## config.mk

```make
export PLATFORM = sky130hd
export DESIGN_NAME = square_wave_detector
export DESIGN_NICKNAME = d
export VERILOG_FILES = /design/src/rtl/audio_pkg.sv /design/src/rtl/sample_classifier.sv /design/src/rtl/square_wave_detector.sv
export SDC_FILE = /design/constraint.sdc
export NUM_CORES = 1
export LEC_CHECK = 0
export BUFFER_PORTS_ARGS = -buffer_cell sky130_fd_sc_hd__buf_2
export CAP_MARGIN = 20
export CORE_UTILIZATION = 46
export CTS_CLUSTER_DIAMETER = 60
export CTS_CLUSTER_SIZE = 30
export DETAILED_ROUTE_END_ITERATION = 10
export GPL_ROUTABILITY_DRIVEN = 0
export GPL_TIMING_DRIVEN = 0
export MAX_ROUTING_LAYER = met4
export PLACE_DENSITY_LB_ADDON = 0.12
export SLEW_MARGIN = 10
export SYNTH_ARGS = -nofsm -noshare
export SYNTH_HDL_FRONTEND = slang
export SYNTH_SLANG_ARGS = --single-unit
```

## constraint.sdc

```tcl
create_clock -name CLOCK_50 -period 8.4 [get_ports CLOCK_50]
set_clock_uncertainty 0.05 [all_clocks]
set_input_delay 0.84 -clock CLOCK_50 [delete_from_list [all_inputs] [get_ports CLOCK_50]]
set_output_delay 0.84 -clock CLOCK_50 [all_outputs]
set_load 0.01 [all_outputs]
```

## src/rtl/audio_pkg.sv

```systemverilog
// Shared definitions for the audio-path tone detector.
//
// Contents:
//   SAMPLE_W        audio word width delivered by Audio_Controller
//   state_t         detector states (SILENT, ACQUIRE, MEASURE)
//   sample_class_t  polarity class of one sample (NONE, POS, NEG)
//   is_opposite()   true when a sample class is the opposite of the
//                   currently registered polarity (1 = positive)
package audio_pkg;

    localparam int SAMPLE_W = 32;

    typedef enum logic [1:0] {
        SILENT,
        ACQUIRE,
        MEASURE
    } state_t;

    typedef enum logic [1:0] {
        CLS_NONE,
        CLS_POS,
        CLS_NEG
    } sample_class_t;

    // A NONE sample is never opposite to anything, so it can never
    // produce an edge.
    function automatic logic is_opposite(sample_class_t cls, logic pol);
        return ((cls == CLS_POS) && !pol) || ((cls == CLS_NEG) && pol);
    endfunction

endpackage

```

## src/rtl/sample_classifier.sv

```systemverilog
// Combinational polarity classifier with a symmetric dead band.
//
// Ports:
//   sample        signed audio sample (SAMPLE_W bits)
//   sample_class  CLS_POS when sample > +THRESH,
//                 CLS_NEG when sample < -THRESH,
//                 CLS_NONE otherwise
module sample_classifier #(
    parameter int SAMPLE_W = audio_pkg::SAMPLE_W,
    parameter int THRESH   = 1000000
) (
    input  logic signed [SAMPLE_W-1:0] sample,
    output audio_pkg::sample_class_t   sample_class
);

    import audio_pkg::*;

    localparam logic signed [SAMPLE_W-1:0] POS_LIMIT = SAMPLE_W'(THRESH);
    localparam logic signed [SAMPLE_W-1:0] NEG_LIMIT = SAMPLE_W'(-THRESH);

    // Both operands are signed, so these are full-width signed compares.
    always_comb begin
        sample_class = CLS_NONE;
        if (sample > POS_LIMIT) begin
            sample_class = CLS_POS;
        end else if (sample < NEG_LIMIT) begin
            sample_class = CLS_NEG;
        end
    end

endmodule

```

## src/rtl/square_wave_detector.sv

```systemverilog
// Receive-side square-wave tone detector for the DE2-115 audio path.
// Pops left-channel samples from Audio_Controller, classifies them with
// hysteresis and times polarity changes in CLOCK_50 cycles.
//
// Ports:
//   CLOCK_50               system clock
//   reset                  synchronous, active-high reset
//   audio_in_available     Audio_Controller input FIFO not empty
//   left_channel_audio_in  signed sample at the FIFO head
//   read_audio_in          pop strobe (combinational)
//   half_period            last measured half-period in CLOCK_50 cycles
//   period_valid           one-cycle pulse when half_period updates
//   locked                 LOCK_COUNT consecutive matching half-periods
//   silent                 no tone present
//   polarity               current registered class (1 = positive)
module square_wave_detector #(
    parameter int SAMPLE_W   = audio_pkg::SAMPLE_W,
    parameter int THRESH     = 1000000,
    parameter int CNT_W      = 24,
    parameter int TIMEOUT    = 5000000,
    parameter int TOL        = 2048,
    parameter int LOCK_COUNT = 4
) (
    input  logic                       CLOCK_50,
    input  logic                       reset,
    input  logic                       audio_in_available,
    input  logic signed [SAMPLE_W-1:0] left_channel_audio_in,
    output logic                       read_audio_in,
    output logic [CNT_W-1:0]           half_period,
    output logic                       period_valid,
    output logic                       locked,
    output logic                       silent,
    output logic                       polarity
);

    import audio_pkg::*;

    localparam int MATCH_W = $clog2(LOCK_COUNT + 1);

    localparam logic [CNT_W-1:0]   TIMEOUT_C   = CNT_W'(TIMEOUT);
    localparam logic [CNT_W-1:0]   TIMEOUT_M1  = CNT_W'(TIMEOUT - 1);
    localparam logic [CNT_W-1:0]   TOL_C       = CNT_W'(TOL);
    localparam logic [CNT_W-1:0]   ONE_C       = CNT_W'(1);
    localparam logic [MATCH_W-1:0] LOCK_C      = MATCH_W'(LOCK_COUNT);
    localparam logic [MATCH_W-1:0] MATCH_ONE   = MATCH_W'(1);

    state_t             state;
    state_t             state_next;
    sample_class_t      sample_class;
    logic [CNT_W-1:0]   cnt;
    logic [CNT_W-1:0]   cnt_next;
    logic [CNT_W-1:0]   elapsed;
    logic [CNT_W-1:0]   diff;
    logic [MATCH_W-1:0] match;
    logic [MATCH_W-1:0] match_next;
    logic               have_ref;
    logic               have_ref_next;
    logic [CNT_W-1:0]   half_period_next;
    logic               period_valid_next;
    logic               locked_next;
    logic               silent_next;
    logic               polarity_next;
    logic               valid_class;
    logic               edge_seen;
    logic               timeout_hit;

    // The FIFO is popped whenever it has data; every popped sample is
    // consumed in the same cycle, so no back-pressure is needed.
    assign read_audio_in = audio_in_available & ~reset;

    sample_classifier #(
        .SAMPLE_W (SAMPLE_W),
        .THRESH   (THRESH)
    ) u_classifier (
        .sample       (left_channel_audio_in),
        .sample_class (sample_class)
    );

    assign valid_class = read_audio_in && (sample_class != CLS_NONE);
    assign edge_seen   = read_audio_in && is_opposite(sample_class, polarity);

    // cnt is cleared in the edge cycle itself, so on the following edge it
    // holds one less than the number of cycles between the two edges.
    // elapsed is that true edge-to-edge distance; measurements and the
    // silence timeout are both expressed in it, so a tone reported as
    // N cycles really has edges N cycles apart and silence is declared
    // exactly TIMEOUT cycles after the last edge.
    assign elapsed     = cnt + ONE_C;
    assign timeout_hit = (cnt == TIMEOUT_M1);
    assign diff        = (elapsed >= half_period) ? (elapsed - half_period)
                                                  : (half_period - elapsed);

    // Next-state, counter and lock evaluation. An edge always takes
    // priority over a timeout landing in the same cycle.
    always_comb begin
        state_next        = state;
        cnt_next          = (cnt == TIMEOUT_C) ? cnt : (cnt + ONE_C);
        match_next        = match;
        have_ref_next     = have_ref;
        half_period_next  = half_period;
        period_valid_next = 1'b0;
        locked_next       = locked;
        silent_next       = silent;
        polarity_next     = polarity;

        case (state)
            SILENT: begin
                if (valid_class) begin
                    polarity_next = (sample_class == CLS_POS);
                    cnt_next      = '0;
                    state_next    = ACQUIRE;
                end
            end

            ACQUIRE: begin
                // The tone's start phase is unknown, so this first edge
                // only starts the stopwatch.
                if (edge_seen) begin
                    polarity_next = ~polarity;
                    cnt_next      = '0;
                    silent_next   = 1'b0;
                    have_ref_next = 1'b0;
                    state_next    = MEASURE;
                end else if (timeout_hit) begin
                    state_next       = SILENT;
                    silent_next      = 1'b1;
                    locked_next      = 1'b0;
                    match_next       = '0;
                    half_period_next = '0;
                end
            end

            MEASURE: begin
                if (edge_seen) begin
                    half_period_next  = elapsed;
                    period_valid_next = 1'b1;
                    polarity_next     = ~polarity;
                    cnt_next          = '0;
                    have_ref_next     = 1'b1;
                    // The first measurement has nothing to be compared to.
                    if (!have_ref) begin
                        match_next = MATCH_ONE;
                    end else if (diff <= TOL_C) begin
                        match_next = (match == LOCK_C) ? match
                                                       : (match + MATCH_ONE);
                    end else begin
                        match_next = MATCH_ONE;
                    end
                    locked_next = (match_next == LOCK_C);
                end else if (timeout_hit) begin
                    state_next       = SILENT;
                    silent_next      = 1'b1;
                    locked_next      = 1'b0;
                    match_next       = '0;
                    half_period_next = '0;
                end
            end

            default: begin
                state_next = SILENT;
            end
        endcase
    end

    // State register; reset discards any partial measurement.
    always_ff @(posedge CLOCK_50) begin
        if (reset) begin
            state        <= SILENT;
            cnt          <= '0;
            match        <= '0;
            have_ref     <= 1'b0;
            half_period  <= '0;
            period_valid <= 1'b0;
            locked       <= 1'b0;
            silent       <= 1'b1;
            polarity     <= 1'b0;
        end else begin
            state        <= state_next;
            cnt          <= cnt_next;
            match        <= match_next;
            have_ref     <= have_ref_next;
            half_period  <= half_period_next;
            period_valid <= period_valid_next;
            locked       <= locked_next;
            silent       <= silent_next;
            polarity     <= polarity_next;
        end
    end

endmodule

```

# Word level (Yosys, flattened, before mapping)
# Cells that the tools add are included.
# totals
wordCells	92
register_bits	58
input_bits	35
output_inout_bits	29
# op_classes
n_bitwise	4
n_reduce_logical	17
n_eq_ne	14
addsub	4
order_cmp	4
n_mux	40
# ops
operator	n
24-bit two-way mux	7
24-bit case mux with 2 select lines	2
24-bit by 23-bit equality test with 1-bit output (second input constant)	2
24-bit subtractor	2
32-bit by 21-bit > comparator with 1-bit output (second input constant)	1
32-bit by 21-bit less-than comparator with 1-bit output (second input constant)	1
24-bit by 1-bit adder with 24-bit output (second input constant)	1
24-bit greater-or-equal comparator	1
24-bit by 12-bit less-or-equal comparator with 1-bit output (second input constant)	1
3-bit two-way mux	8
2-bit two-way mux	6
1-bit two-way mux	11
2-bit inequality test (second input constant)	5
1-bit case mux with 2 select lines	4
3-bit equality test (second input constant)	2
2-bit case mux with 3 select lines	1
3-bit case mux with 2 select lines	1
2-bit AND reduction	3
3-bit AND reduction	2
2-bit nonzero test	3
2-bit by 1-bit equality test with 1-bit output (second input constant)	2
2-bit equality test (second input constant)	2
1-bit logical AND	4
2-bit OR reduction	2
other kinds (7)	9

# Depth between registers and ports, before layout
# logic_depth
word_depth	12
ltp_mapped	22
depth_no_buf	20

# Cells and area by module
# Synthesis repeated with hierarchy kept, for this count alone.
# hier_totals
hier_cells	732
hier_area_um2	5405.2
# modules_own_cells
module	area_each_um2	seq_area_each_um2	cells_each	n_inst
square_wave_detector	5242.5	1161.1	706	1
sample_classifier	162.7	0.0	26	1

# Worst setup path before layout
# OpenSTA, ideal clock, no wires.
# synth_timing
path_type	register to register
startpoint	register cnt[2]
endpoint	register match[2]
setup_time_ns	0.085
period_less_slack_ns	4.650
t_required_ns	8.265
setup_slack_ns	3.750
stages_incl_launch_ff	21
arrival_time_ns	4.516
n_path_buf	1
cell_sequence	dfxtp_1 nand4_1 nor2_1 and3_1 nor2b_1 and3_1 and3_1 xor2_1 ha_1 clkbuf_1 nand4_1 inv_1 a21oi_1 o211ai_2 nor2_2 mux2_2 xor2_1 a2111oi_0 a31oi_1 or3_4 o31ai_2
# synth_between
elab_chain_cells	10
elab_cells_between_ends	15
cone_classes	3 x add/sub; 2 x order compare; 1 x eq/ne; 9 x mux
# synth_rtl
item	line_no	rtl
start, declared	square_wave_detector.sv:50	logic [CNT_W-1:0] cnt;
start signal, assigned	square_wave_detector.sv:179	cnt <= cnt_next;
24-bit by 1-bit adder with 24-bit output	square_wave_detector.sv:88	assign elapsed = cnt + ONE_C;
24-bit subtractor, or another cell as far along	square_wave_detector.sv:91	: (half_period - elapsed);
24-bit two-way mux	square_wave_detector.sv:90	assign diff = (elapsed >= half_period) ? (elapsed - half_period)
24-bit by 12-bit less-or-equal comparator with 1-bit output	square_wave_detector.sv:143	end else if (diff <= TOL_C) begin
3-bit two-way mux	square_wave_detector.sv:143	
3-bit two-way mux	square_wave_detector.sv:141	if (!have_ref) begin
3-bit two-way mux	square_wave_detector.sv:134	if (edge_seen) begin
3-bit two-way mux	square_wave_detector.sv:106	case (state)
3-bit two-way mux	square_wave_detector.sv:134	
3-bit case mux with 2 select lines (*)	square_wave_detector.sv:106	
end signal, assigned	square_wave_detector.sv:180	match <= match_next;
end, declared	square_wave_detector.sv:54	logic [MATCH_W-1:0] match;
# Mark *: on every way between the ends. The rest lies on a longest branch, timed or not. The select of a mux whose other input is x is not followed.
# A chain may end at the register's enable or synchronous reset.

# Worst setup path in the final report
# layout_timing
startpoint	register cnt[1]
endpoint	register match[2]
# The elaborated chain is that of the path after synthesis.

==> results by group <==
STA
  – Setup TNS after final layout: 0 ns
  – Final Worst Setup Slack: 2.33 ns
  – RSZ-0062 raised after global routing: no
  – Final period utilization: 72.2%
  – Worst hold margin: 0.462 ns
  – Final setup viols: 0
  – Max Freq: 165 MHz
  – Fin crit period: 6.07 ns
  – Max transition margin: 30.9%
  – Max-slew violations: 0
  – Worst-margin pin slew: 1.03 ns
  – Final hold vios: 0

Logic synthesis
  – Syn Inst Count: 714
  – Avg Cell Area, Syn: 7.60 sq um
  – Async SR Flop Fraction: 0%
  – Yosys warning count: 0
  – EDFF count, synth: 0
  – Cell area after synthesis: 0.00543 sq mm
  – Register bit total from synthesis: 58
  – Top_reg_cell synth: dfxtp_1
  – Sequential fraction of the synthesis area: 21.4%
  – Mapped Nets: 803
  – Synth unique cells: 76

Die
  – Core area: 0.0115 sq mm
  – Rows: 39
  – Die area: 0.0122 sq mm
  – Die Y-Extent: 111 um
  – Die X: 111 um
  – Initial Util: 47.3%
  – Io pins: 64

Setup path
  – Critical Path End Type: flop
  – Worst EP arrival: 6.27 ns
  – R2R cell count: 21
  – Nature of the critical path startpoint: flop
  – Crit Path Max Fanout: 10
  – Req. time, crit path: 8.60 ns
  – WS Path Type: flop to flop

Layout
  – Final Cell Area: 0.00621 sq mm
  – Final Util: 54.2%
  – # diodes: 0
  – Layout cells sized above 1: 13.6%
  – Post-layout net count: 877
  – Finished Layout Cells: 935
  – Area grow syn2layout: 14.4%
  – Fill count: 1134

Place
  – Post-Place Cells: 920
  – Dpl hpwl: 12.7 mm
  – Pre-CTS setup slack: 2.51 ns
  – Placed inst area: 0.00592 sq mm
  – PortBufs: 63

Power
  – Leak pwr: 2.76 nW
  – Overall power: 984 uW
  – Worst IR drop on VDD: 130 uV
  – Power per cell area: 158 mW/mm^2

Detailed routing
  – DRC Markers: 0
  – Post-DR wirelength/cell: 16.9 um
  – Via-per-instance ratio: 5.84
  – Post-route ant nets: 0
  – 1st-pass router iterations: 5
  – Drt total wl: 15.8 mm
  – DRT iter0 DRCs: 443
  – Via count: 5461

Global route
  – Largest net degree at the start of global routing: 11
  – Vias in the first global route: 5222
  – First-pass GRT wire length: 25.6 mm
  – Grt ovf: 0
  – Gr usage total: 26.5%
  – Antenna violations before repair: 0

Clocking
  – Clock latency on the worst-skew pair: 0.33 ns
  – CTS Sinks: 58
  – CTS HTree Levels: 3
  – Post-CTS Hold Buffers: 0
  – Maximum clock path buffer count: 2
  – Clk root buf: clkbuf_16
  – CTS resizes: 0
  – CTS Buf Count: 9
  – # Post-CTS Setup Buffers: 0
  – TritonCTS clock tree: done
  – Clk pin slew, worst setup/hold paths: 0.05 ns

Run
  – Maxcap violations: 0

Hold path
  – Hold path cells: 2
  – Hold Crit Class: flop to flop

Status
  – Outcome: complete, no violations
## per-layer routing
layer / global-route usage (%) / part of all wire, %
met2: 44.8 / 49
met5: - / 0
met4: 4.18 / 0.80
met3: 5.65 / 6.8
met1: 33.0 / 44
## final timing paths
kind | from | to | slack, ns
max | cnt[1]$_SDFF_PP0_ | match[2]$_SDFFE_PP0P_ | 2.33
min | silent$_SDFFE_PP1P_ | silent$_SDFFE_PP1P_ | 0.46
max reg2reg | cnt[1]$_SDFF_PP0_ | match[2]$_SDFFE_PP0P_ | 2.33
min reg2reg | silent$_SDFFE_PP1P_ | silent$_SDFFE_PP1P_ | 0.46
## layout by cell type, fill, tap and decap left out, types with 8 or more instances in the layout
cell type  count
nand3_1       20
clkbuf_16      9
a22oi_1       25
nand2_1       51
buf_2         63
inv_1         65
dfxtp_1       58
a21oi_1       47
o21bai_1       8
a31oi_1        9
a21o_1         8
ha_1          54
nor4_1        11
xnor2_1       26
xor2_1        16
mux2i_1       14
a211oi_1       8
nand4_1       17
nor2_1        90
o21ai_0       30
clkbuf_1      23
nor2b_1       14
## flip-flops by register name, summed over array words and instances (netlist names)
signal and flops:
polarity 1, half_period 24, silent 1, period_valid 1, locked 1, match 3, state 2, have_ref 1
cnt 24
## logic make-up (layout without fill, tap and decap cells)
| group | after synthesis | after routing | share of synthesized area (%) |
|---|---|---|---|
| multiplexers | 17 | 17 | 3.20 |
| AO/OA/AOI/OAI | 193 | 193 | 24.6 |
| adder cells (fa/ha/maj) | 54 | 54 | 12.4 |
| flip-flops | 58 | 58 | 21.4 |
| buffers and inverters | 98 | 176 | 8.41 |
| AND/OR/NAND/NOR | 252 | 252 | 23.2 |
| XOR/XNOR | 42 | 42 | 6.78 |
## critical path, stage by stage (launching register included)
cell and delay (ns):
dfxtp_1 0.41, ha_1 0.26, nand3_4 0.12, nor2_1 0.26
nand3_1 0.15, nor2_1 0.24, nand4_1 0.18, nor2_1 0.15
xor2_1 0.35, ha_1 0.18, clkbuf_1 0.39, nand4_1 0.18
nor3_1 0.45, o21ai_0 0.22, nand2_1 0.14, clkbuf_1 0.50
mux2i_1 0.30, mux2i_1 0.10, a2111oi_0 0.43, a31oi_1 0.22
or3_4 0.47, o31ai_2 0.23
## where the power goes
| group | internal, mW | leakage (nW) | switching (mW) | total, mW |
|---|---|---|---|---|
| registers | 0.280 | 0.468 | 0.00505 | 0.285 |
| clock network | 0.234 | 0.142 | 0.120 | 0.355 |
| logic | 0.155 | 2.15 | 0.189 | 0.344 |
## layout make-up
cell class,instances,area [sq um],area share [%]
flip-flops and latches,58,1160,18.7
clock inverters,3,40.0,0.645
clock buffers,12,246,3.97
plain buffers,33,213,3.43
inverters,65,244,3.93
multi-input cells,558,3810,61.4
well taps,143,179,2.88
repair buffers,63,315,5.08
## Yosys cell counts, drive strengths merged (16+ instances only)
library cell | number | share of area [%]
clkbuf | 28 | 3.1
a22oi | 25 | 3.5
xnor2 | 26 | 4.2
ha | 54 | 12
nand3 | 21 | 2.2
inv | 65 | 4.5
xor2 | 16 | 2.6
o21ai | 30 | 2.8
dfxtp | 58 | 21
a21oi | 47 | 4.3
nand2 | 51 | 3.5
nand4 | 18 | 2.2
nor2 | 91 | 6.3
(Power assumes the default switching activity.)
